<file path="config.mk">
export PLATFORM = sky130hd
export DESIGN_NAME = addern_seq
export DESIGN_NICKNAME = d
export VERILOG_FILES = /design/src/rtl/addern_seq.sv
export SDC_FILE = /design/constraint.sdc
export NUM_CORES = 1
export LEC_CHECK = 0
export BUFFER_PORTS_ARGS = -buffer_cell sky130_fd_sc_hd__buf_2
export CORE_MARGIN = 3
export CORE_UTILIZATION = 50
export DETAILED_ROUTE_END_ITERATION = 10
export GPL_TIMING_DRIVEN = 0
export PLACE_DENSITY = 0.86
export RECOVER_POWER = 25
export SETUP_SLACK_MARGIN = 0.2
export SLEW_MARGIN = 20
export SYNTH_ARGS = -nofsm -noshare
export SYNTH_HDL_FRONTEND = slang
export SYNTH_SLANG_ARGS = --single-unit
</file>
<file path="constraint.sdc">
create_clock -name Clock -period 8.55 [get_ports Clock]
set_clock_uncertainty 0.1 [all_clocks]
set_input_delay 0.4275 -clock Clock [delete_from_list [all_inputs] [get_ports Clock]]
set_output_delay 0.4275 -clock Clock [all_outputs]
set_load 0.1 [all_outputs]
</file>
<file path="src/rtl/addern_seq.sv">
// addern_seq: multi-cycle N-bit adder/subtractor, C bits per clock.
// Start/Busy/Done handshake. Sum, Cout and Overflow are updated together
// when an operation completes and hold their values in between.
// Optional feature macro: ADDERN_SEQ_ACCUM_EN adds an Acc input. When a
// Start is accepted with Acc=1, the current Sum is used as operand A.
module addern_seq #(
  parameter int N = 8,
  parameter int C = 4
) (
  input  logic         Clock,
  input  logic         Reset,
  input  logic         Start,
  input  logic         Sub,
  input  logic         Cin,
`ifdef ADDERN_SEQ_ACCUM_EN
  input  logic         Acc,
`endif
  input  logic [N-1:0] A,
  input  logic [N-1:0] B,
  output logic [N-1:0] Sum,
  output logic         Cout,
  output logic         Overflow,
  output logic         Busy,
  output logic         Done
);

  localparam int K  = N / C;
  localparam int CW = (K > 1) ? $clog2(K) : 1;

  if (N < 2 || C < 1 || C > N || (N % C) != 0) begin : g_bad_params
    $error("addern_seq: N must be >= 2 and a multiple of C, with 1 <= C <= N");
  end

  typedef enum logic [1:0] {S_IDLE, S_RUN, S_DONE} state_t;

  state_t          r_state;
  state_t          w_next;
  logic [N-1:0]    r_a;
  logic [N-1:0]    r_b;
  logic [N-1:0]    r_res;
  logic            r_carry;
  logic [CW-1:0]   r_cnt;

  logic            w_accept;
  logic            w_last;
  int              w_base;
  logic [C-1:0]    w_a_chunk;
  logic [C-1:0]    w_b_chunk;
  logic [C:0]      w_sum;
  logic            w_cmsb;
  logic [N-1:0]    w_res_next;
  logic [N-1:0]    w_opa;

  // Start is accepted whenever no operation is in flight.
  assign w_accept = Start && (r_state != S_RUN);
  assign w_last   = (r_cnt == CW'(K - 1));

`ifdef ADDERN_SEQ_ACCUM_EN
  assign w_opa = Acc ? Sum : A;
`else
  assign w_opa = A;
`endif

  // Chunk adder: slice k of both operand registers plus the running carry.
  // The carry into the top bit of the chunk is recovered from the sum bit,
  // so it needs no separate low-part adder; on the last chunk it is the
  // carry into bit N-1 used for signed overflow.
  always_comb begin
    w_base     = int'(r_cnt) * C;
    w_a_chunk  = r_a[w_base +: C];
    w_b_chunk  = r_b[w_base +: C];
    w_sum      = {1'b0, w_a_chunk} + {1'b0, w_b_chunk} + {{C{1'b0}}, r_carry};
    w_cmsb     = w_sum[C-1] ^ w_a_chunk[C-1] ^ w_b_chunk[C-1];
    w_res_next = r_res;
    w_res_next[w_base +: C] = w_sum[C-1:0];
  end

  // Next-state logic.
  always_comb begin
    w_next = r_state;
    unique case (r_state)
      S_IDLE:  if (Start) w_next = S_RUN;
      S_RUN:   if (w_last) w_next = S_DONE;
      S_DONE:  w_next = Start ? S_RUN : S_IDLE;
      default: w_next = S_IDLE;
    endcase
  end

  // State register, operand capture, per-chunk datapath and output registers.
  // Sum takes the result register with the final chunk merged in, so the
  // outputs update on the same edge that writes the last chunk.
  always_ff @(posedge Clock) begin
    if (Reset) begin
      r_state  <= S_IDLE;
      r_a      <= '0;
      r_b      <= '0;
      r_res    <= '0;
      r_carry  <= 1'b0;
      r_cnt    <= '0;
      Sum      <= '0;
      Cout     <= 1'b0;
      Overflow <= 1'b0;
      Busy     <= 1'b0;
      Done     <= 1'b0;
    end else begin
      r_state <= w_next;
      Busy    <= (w_next == S_RUN);
      Done    <= (w_next == S_DONE);
      if (w_accept) begin
        r_a     <= w_opa;
        r_b     <= Sub ? ~B : B;
        r_carry <= Sub ? ~Cin : Cin;
        r_cnt   <= '0;
      end else if (r_state == S_RUN) begin
        r_res   <= w_res_next;
        r_carry <= w_sum[C];
        r_cnt   <= r_cnt + 1'b1;
        if (w_last) begin
          Sum      <= w_res_next;
          Cout     <= w_sum[C];
          Overflow <= w_cmsb ^ w_sum[C];
        end
      end
    end
  end

endmodule

</file>
; After elaboration in Yosys (flattened, before gate mapping)
; Cells that the tools add are included.
[word_totals]
elab_cells = 45
reg_bits = 40
input_bits = 21
out_inout_bits = 12
[op_classes]
muxes = 9
n_eq_ne = 5
n_reduce_logical = 6
n_addsub = 4
n_shift = 4
n_bitwise = 6
[op_table]
columns = operator, count
row1 = $neg 3->33, 1
row2 = $shift 4x33->8 const A, 1
row3 = $shiftx 4x33->8, 1
row4 = $shiftx 8x4->4, 2
row5 = $bwmux 8, 1
row6 = $mux 8, 1
row7 = $not 8->8, 1
row8 = $pmux 2 s3, 1
row9 = $add 4x4->5, 1
row10 = $add 5x1->5, 1
row11 = $eq 2x1->1 const B, 2
row12 = $eq 2x2->1 const B, 2
row13 = $mux 1, 4
row14 = $mux 2, 2
row15 = $reduce_and 3->1, 1
row16 = $xor 1x1->1, 3
row17 = $logic_not 2->1, 1
row18 = $ne 2x1->1 const B, 1
row19 = $not 1->1, 2
row20 = $reduce_and 2->1, 1
row21 = $reduce_bool 2->1, 1
row22 = $reduce_or 2->1, 1
row23 = $add 1x1->1 const B, 1
row24 = $logic_and 1x1->1, 1

; Longest topological paths before layout
; Gate-level depths: netlist (run 1).
[logic_depth]
depth_word = 6
mapped_depth = 8

; Worst setup path after synthesis (run 1)
; OpenSTA, ideal clock, no wires.
[synth_timing]
kind = register -> register
startpoint = register r_cnt
endpoint = register Overflow
arrival_time_ns = 2.463
setup_ns = 0.116
path_stages_with_launch = 8
synth_period_minus_slack_ns = 2.679
required_time_ns = 8.334
slack_ns = 5.871
cell_sequence = dfxtp_1 clkbuf_1 mux2_2 fa_1 and3_1 or3_4 a211o_1 a31o_1
[synth_between]
elab_chain_cells = 6
[synth_lines]
columns = item, line
row1 = start: declaration, 42  ; logic [CW-1:0] r_cnt;
row2 = start signal: assignment, 117  ; r_cnt <= r_cnt + 1'b1;
row3 = $shiftx 8x4->4 (on tied branches), "70, 71"
row4 = $add 4x4->5, 72  ; w_sum = {1'b0, w_a_chunk} + {1'b0, w_b_chunk} + {{C{1'b0}}, r_carry};
row5 = $add 5x1->5, 72
row6 = $xor 1x1->1 (2 in series), 73  ; w_cmsb = w_sum[C-1] ^ w_a_chunk[C-1] ^ w_b_chunk[C-1];
row7 = $xor 1x1->1, 121  ; Overflow <= w_cmsb ^ w_sum[C];
row8 = end signal: assignment, 121
row9 = end: declaration, 22  ; output logic Overflow,
; Several ways; a longest one is shown, not always the timed one.
; A chain may end at the register's enable or synchronous reset.

; Worst setup path in the final report (run 1)
; Ends and elaborated chain as after synthesis.

==> impl_metrics.env, run 1 <==
export IMPL_finalSetupTns_ps=0
export IMPL_final_min_clock_period_ps=3020
export IMPL_arrival_ps=3160
export IMPL_p_clk_frac=0.279
export IMPL_critPathKind="reg -> reg"
export IMPL_gr_usage_all_layers=0.185
export IMPL_status="finished, final reports clean"
export IMPL_place_ws_ps=5570
export IMPL_rows=19
export IMPL_via_count=1360
export IMPL_dieArea_mm2=0.00385
export IMPL_grt_antenna_before_repair=0
export IMPL_grt_pass1_vias=1212
export IMPL_clock_latency_ps=340
export IMPL_drt_pass1_iterations=4
export IMPL_yosysWarningCount=0
export IMPL_fin_ws_ps=5530
export IMPL_yosys_cell_types_count=28
export IMPL_core_mm2=0.00288
export IMPL_hold_viol_final=0
export IMPL_cts_setup_buffers=0
export IMPL_gp_congestion=0.791
export IMPL_wire_per_inst_um=12.5
export IMPL_clk_pin_slew_ps=100
export IMPL_cp_max_fo=10
export IMPL_ir_drop_uv=113
export IMPL_port_buffers=31
export IMPL_drive_gt1_frac=0.220
export IMPL_power_density_mw_per_mm2=191
export IMPL_synthesis_area_mm2=0.00157
export IMPL_crit_path_end_kind="flip-flop"
export IMPL_internal_power_mw=0.252
export IMPL_critPathLaunchType="flip-flop"
export IMPL_synthToLayoutAreaGrowth_pct=16.9
export IMPL_n_antenna_cell=0
export IMPL_ctsHoldBuffers=0
export IMPL_p_comb_frac=0.200
export IMPL_timing_fmax_ghz=0.331
export IMPL_p_sw_mw=0.0994
export IMPL_die_w_um=62.1
export IMPL_syn_area_per_cell_um2=8.74
export IMPL_max_slew_margin=0.640
export IMPL_pin_count=33
export IMPL_finalSetupViolations=0
export IMPL_postSynthCellCount=180
export IMPL_rsz0062_at_grt="no"
export IMPL_fin_util=0.639
export IMPL_p_sw_frac=0.283
export IMPL_ant_nets=0
export IMPL_cts_sinks=36
export IMPL_htreeDepth=2
export IMPL_seqPwrFrac=0.522
export IMPL_initial_core_util=0.547
export IMPL_required_ps=8690
export IMPL_synth_nets=206
export IMPL_route_detailed_drc=0
export IMPL_grt_max_degree=11
export IMPL_drv_slew=0
export IMPL_worstHoldPathType="in -> reg"
export IMPL_cts_resized=0
export IMPL_power_leakage_nw=0.771
export IMPL_period_share=0.354
export IMPL_numCtsBuffers=5
export IMPL_max_cap_violations=0
export IMPL_fill_cells=261
export IMPL_totalWireLength_mm=3.26
export IMPL_viasPerCell=5.23
export IMPL_yosysSeqAreaShare=0.458
export IMPL_first_iter_violations=64
export IMPL_total_power_mw=0.351
export IMPL_hpwl_mm=2.48
export IMPL_grt_pass1_wl_mm=5.15
export IMPL_yosys_register_bits=36
export IMPL_die_h_um=62.1
export IMPL_root_buffer="clkbuf_4"
export IMPL_cts_tree="yes"
export IMPL_grt_ovfl_total=0
export IMPL_nNetsFinal=244
export IMPL_worst_pin_slew_ps=540
export IMPL_clockBufferDepth=2
-- final cells by class --
type / instances / area (um2) / area share
clock buffer: 7 / 65.1 / 0.0354
tap: 42 / 52.6 / 0.0286
buffer: 11 / 42.5 / 0.0231
timing repair buffer: 31 / 155 / 0.0844
sequential: 36 / 721 / 0.392
multi-input combinational: 133 / 803 / 0.437
-- cell usage in the layout, fill, tap and decap left out, types with 2 or more instances in the layout --
cell / netlist / layout
dfxtp_1: 36 / 36
nand2_1: 36 / 36
buf_2: 3 / 32
a21oi_1: 27 / 27
nor2_1: 17 / 17
clkbuf_1: 6 / 10
xnor2_1: 10 / 10
a211oi_1: 9 / 9
mux2_2: 8 / 8
clkbuf_4: 0 / 5
nand2b_1: 3 / 3
nand3_1: 3 / 3
ha_1: 3 / 3
and3_1: 2 / 2
fa_1: 2 / 2
clkbuf_8: 0 / 2
-- per-layer routing --
metal / vias to the layer above / part of all wire / GRT usage
met5: - / 0 / 0
met4: 0 / 0.018 / 0.0636
met3: 7 / 0.049 / 0.0434
met2: 40 / 0.50 / 0.333
met1: 633 / 0.43 / 0.214
li1: 680 / - / -
-- path summary, 6_finish.rpt --
check             depth (start not counted)   start  endpoint  slack [ps]
setup / recovery                          8   r_cnt  Overflow        5530
hold / removal                            2   Reset      Done         180
setup reg to reg                          8   r_cnt  Overflow        5530
hold reg to reg                           2  Sum[5]    Sum[5]         360
-- through the flow --
stage	hold slack (ps)	instance area [um2]	cells
final	182	1840	260
after CTS	188	1850	260
after detailed placement	343	1780	253
after global routing	195	1840	260
after floorplan	332	1570	180
after global placement	340	1780	253
-- kinds of logic (layout without fill, tap and decap cells) --
| kind of cell | count (synthesis) | count (layout) | share of synthesized area |
|---|---|---|---|
| flip-flops | 36 | 36 | 0.458 |
| XOR/XNOR | 11 | 11 | 0.0613 |
| buffers and inverters | 11 | 49 | 0.0310 |
| AO/OA/AOI/OAI | 43 | 43 | 0.163 |
| AND/OR/NAND/NOR | 66 | 66 | 0.180 |
| adder cells (fa/ha/maj) | 5 | 5 | 0.0493 |
| multiplexers | 8 | 8 | 0.0573 |
-- synth_stat cells --
cell type   n  area share
a211o_1     1      0.0056
a211oi_1    9       0.043
a21o_1      1      0.0048
a21oi_1    27       0.086
a311oi_1    1      0.0056
a31o_1      1      0.0056
and2_1      2      0.0080
and3_1      2      0.0080
buf_1       1      0.0024
buf_2       3      0.0095
buf_4       1      0.0048
clkbuf_1    6       0.014
dfxtp_1    36        0.46
fa_1        2       0.025
ha_1        3       0.024
mux2_2      8       0.057
nand2_1    36       0.086
nand2b_1    3       0.012
nand3_1     3      0.0095
nor2_1     17       0.041
nor2b_1     1      0.0040
nor3b_1     1      0.0048
o211ai_1    1      0.0048
o21a_1      1      0.0048
o21ai_0     1      0.0032
or3_4       1      0.0072
xnor2_1    10       0.056
xor2_1      1      0.0056
-- power by group through the flow --
stage | clock, mW | combinational (mW) | sequential, mW
floorplan | 0 | 0.0438 | 0.196
global placement | 0 | 0.0684 | 0.186
detailed placement | 0 | 0.0701 | 0.187
CTS | 0.0984 | 0.0706 | 0.183
global route | 0.108 | 0.0767 | 0.184
finish | 0.0978 | 0.0701 | 0.183
-- flip-flops by register name, summed over array words and instances (netlist names) --
name and cells:
r_carry 1, r_a 8, Cout 1, Sum 8
r_cnt 1, Done 1, r_res 4, Overflow 1
r_b 8, Busy 1, r_state 2
-- worst max-delay path, stage by stage (launching register included) --
cell and delay [ps]:
dfxtp_1 370, clkbuf_1 440, mux2_2 420, fa_1 450
fa_1 420, nand3_1 170, and3_1 200, o211ai_1 110
a31o_1 230
No activity file was read; power rests on OpenSTA's default activity.
==> run 2: changes to the inputs <==
==> constraint.sdc (replaced) <==
create_clock -name Clock -period 3.1 [get_ports Clock]
set_clock_uncertainty 0.1 [all_clocks]
set_input_delay 0.155 -clock Clock [delete_from_list [all_inputs] [get_ports Clock]]
set_output_delay 0.155 -clock Clock [all_outputs]
set_load 0.1 [all_outputs]
==> run 2 against run 1 <==
  * Cell area increased by 4.7%
  * First-iteration DRC count grew 23%
  * Via count increased by 2.8%
  * Setup slack lost 5200 ps
  * Combinational power grew to 2.9 times the previous value
  * Global-route usage grew 1.6 points
  * Flip-flop and latch count is the same
  * Final cell count increased by 3.5%
  * Count of clock-buffer cells in the layout did not move
  * Non-clock buffer count increased by 9
  * Clock power grew to 2.8 times the previous value
  * Sequential power rose to 2.8 times the previous value
  * Highest routed layer unchanged
==> impl_metrics.env, run 2 (synthesis gave the netlist of run 1 again) <==
export IMPL_reg2reg_slack_ps=320
export IMPL_cts_setup_buffers=0
export IMPL_drive_gt1_frac=0.181
export IMPL_arrival_ps=2920
export IMPL_htreeDepth=2
export IMPL_required_ps=3240
export IMPL_critical_path_cell_chain="clkbuf_4 > mux2_2 > fa_1 > fa_1 > nand3_1 > and3_1 > o211ai_1 > a31o_1"
export IMPL_critPathKind="reg -> reg"
export IMPL_timing_fmax_ghz=0.359
export IMPL_worst_pin_slew_ps=1170
export IMPL_via_count=1398
export IMPL_route_detailed_drc=0
export IMPL_nNetsFinal=253
export IMPL_dieArea_mm2=0.00385
export IMPL_cp_top_family="adder cells"
export IMPL_rows=19
export IMPL_n_antenna_cell=0
export IMPL_ir_drop_uv=313
export IMPL_drv_slew=0
export IMPL_max_stage_delay_ps=450
export IMPL_r2r_start="r_cnt"
export IMPL_hpwl_mm=2.48
export IMPL_cp_slowest_cell="fa_1"
export IMPL_grt_max_degree=11
export IMPL_rr_worst_depth=8
export IMPL_grt_ovfl_total=0
export IMPL_fin_ws_ps=316
export IMPL_grt_pass1_vias=1297
export IMPL_instances_no_fill=269
export IMPL_largestRegisters="Sum (8), r_a (8), r_b (8)"
export IMPL_cp_max_fo=10
export IMPL_hold_slack_ps=9.38
export IMPL_ant_nets=0
export IMPL_endpoint="Overflow"
export IMPL_die_h_um=62.1
export IMPL_period_share=0.898
export IMPL_crit_path_frequent_cell="fa_1"
export IMPL_first_iter_violations=79
export IMPL_p_clk_frac=0.274
export IMPL_seqPwrFrac=0.516
export IMPL_max_cap_violations=0
export IMPL_hold_viol_final=0
export IMPL_p_sw_frac=0.282
export IMPL_fin_util=0.669
export IMPL_grt_pass1_wl_mm=5.61
export IMPL_crit_start="r_cnt"
export IMPL_cts_tree="yes"
export IMPL_clockBufferDepth=2
export IMPL_r2r_end="Overflow"
export IMPL_core_mm2=0.00288
export IMPL_root_buffer="clkbuf_4"
export IMPL_final_min_clock_period_ps=2780
export IMPL_rsz0062_at_grt="no"
export IMPL_gp_congestion=0.791
export IMPL_totalWireLength_mm=3.49
export IMPL_crit_path_end_kind="flip-flop"
export IMPL_initial_core_util=0.547
export IMPL_port_buffers=31
export IMPL_cp_num_buf_inv=1
export IMPL_wire_per_inst_um=13.0
export IMPL_finalSetupViolations=0
export IMPL_grt_antenna_before_repair=0
export IMPL_p_comb_frac=0.209
export IMPL_synthToLayoutAreaGrowth_pct=22.4
export IMPL_finalSetupTns_ps=0
export IMPL_worstHoldPathType="in -> reg"
export IMPL_power_leakage_nw=0.779
export IMPL_drt_pass1_iterations=4
export IMPL_p_sw_mw=0.277
export IMPL_cp_depth=8
export IMPL_die_w_um=62.1
export IMPL_pin_count=33
export IMPL_clock_latency_ps=340
export IMPL_internal_power_mw=0.702
export IMPL_numCtsBuffers=5
export IMPL_dp_cells=253
export IMPL_viasPerCell=5.20
export IMPL_max_slew_margin=0.224
export IMPL_gr_usage_all_layers=0.201
export IMPL_final_cell_mix="dfxtp_1, nand2_1, a21oi_1, buf_2, nor2_1"
export IMPL_status="finished, final reports clean"
export IMPL_place_ws_ps=115
export IMPL_critPathLaunchType="flip-flop"
export IMPL_power_density_mw_per_mm2=508
export IMPL_clk_pin_slew_ps=100
export IMPL_cts_sinks=36
run 2: worst reg2reg max path: stages, from the launching register on:
cell	delay, ps
dfxtp_1	380
clkbuf_4	240
mux2_2	380
fa_1	450
fa_1	420
nand3_1	170
and3_1	200
o211ai_1	110
a31o_1	230
run 2: worst min-delay path by stage:
stage	slack, ps	cells past startpoint	from	endpoint
after floorplan	140	1	Reset	Done
after global placement	260	2	Reset	Done
after detailed placement	260	2	Reset	Done
after CTS	9	3	B[6]	r_b[6]
after global routing	3	3	B[6]	r_b[6]
final	9	3	B[4]	r_b[4]
run 2: area by class of cell:
type                            count  area (um2)
Multi-Input combinational cell    133         803
Clock buffer                        7        65.1
Buffer                             11        52.6
Tap cell                           42        52.6
Timing Repair Buffer               40         231
Fill cell                         251         951
Sequential cell                    36         721
run 2: per-stage QoR:
stage | power, mW | area (um2)
finish | 0.979 | 1930
global route | 1.03 | 1930
CTS | 0.980 | 1940
detailed placement | 0.709 | 1780
global placement | 0.703 | 1780
floorplan | 0.660 | 1570
run 2: layer usage:
metal,routed length [um],vias to the layer above,track usage
li1,-,704,-
met5,0,-,0
met2,1740,45,0.362
met4,84,0,0.0758
met3,222,11,0.0455
met1,1440,638,0.229
run 2: power by group through the flow:
stage | clock [mW] | sequential, mW | combinational [mW]
floorplan | 0 | 0.540 | 0.121
global placement | 0 | 0.514 | 0.189
detailed placement | 0 | 0.516 | 0.193
CTS | 0.271 | 0.505 | 0.204
global route | 0.297 | 0.509 | 0.224
finish | 0.269 | 0.506 | 0.205
run 2: what timing repair did:
item / CTS / global route
endpoints found under the hold margin: 9 / 0
gates cloned: 0 / 0
endpoints found under the setup margin: 1 / 1
resized for setup: 1 / 2
hold buffers: 9 / 0
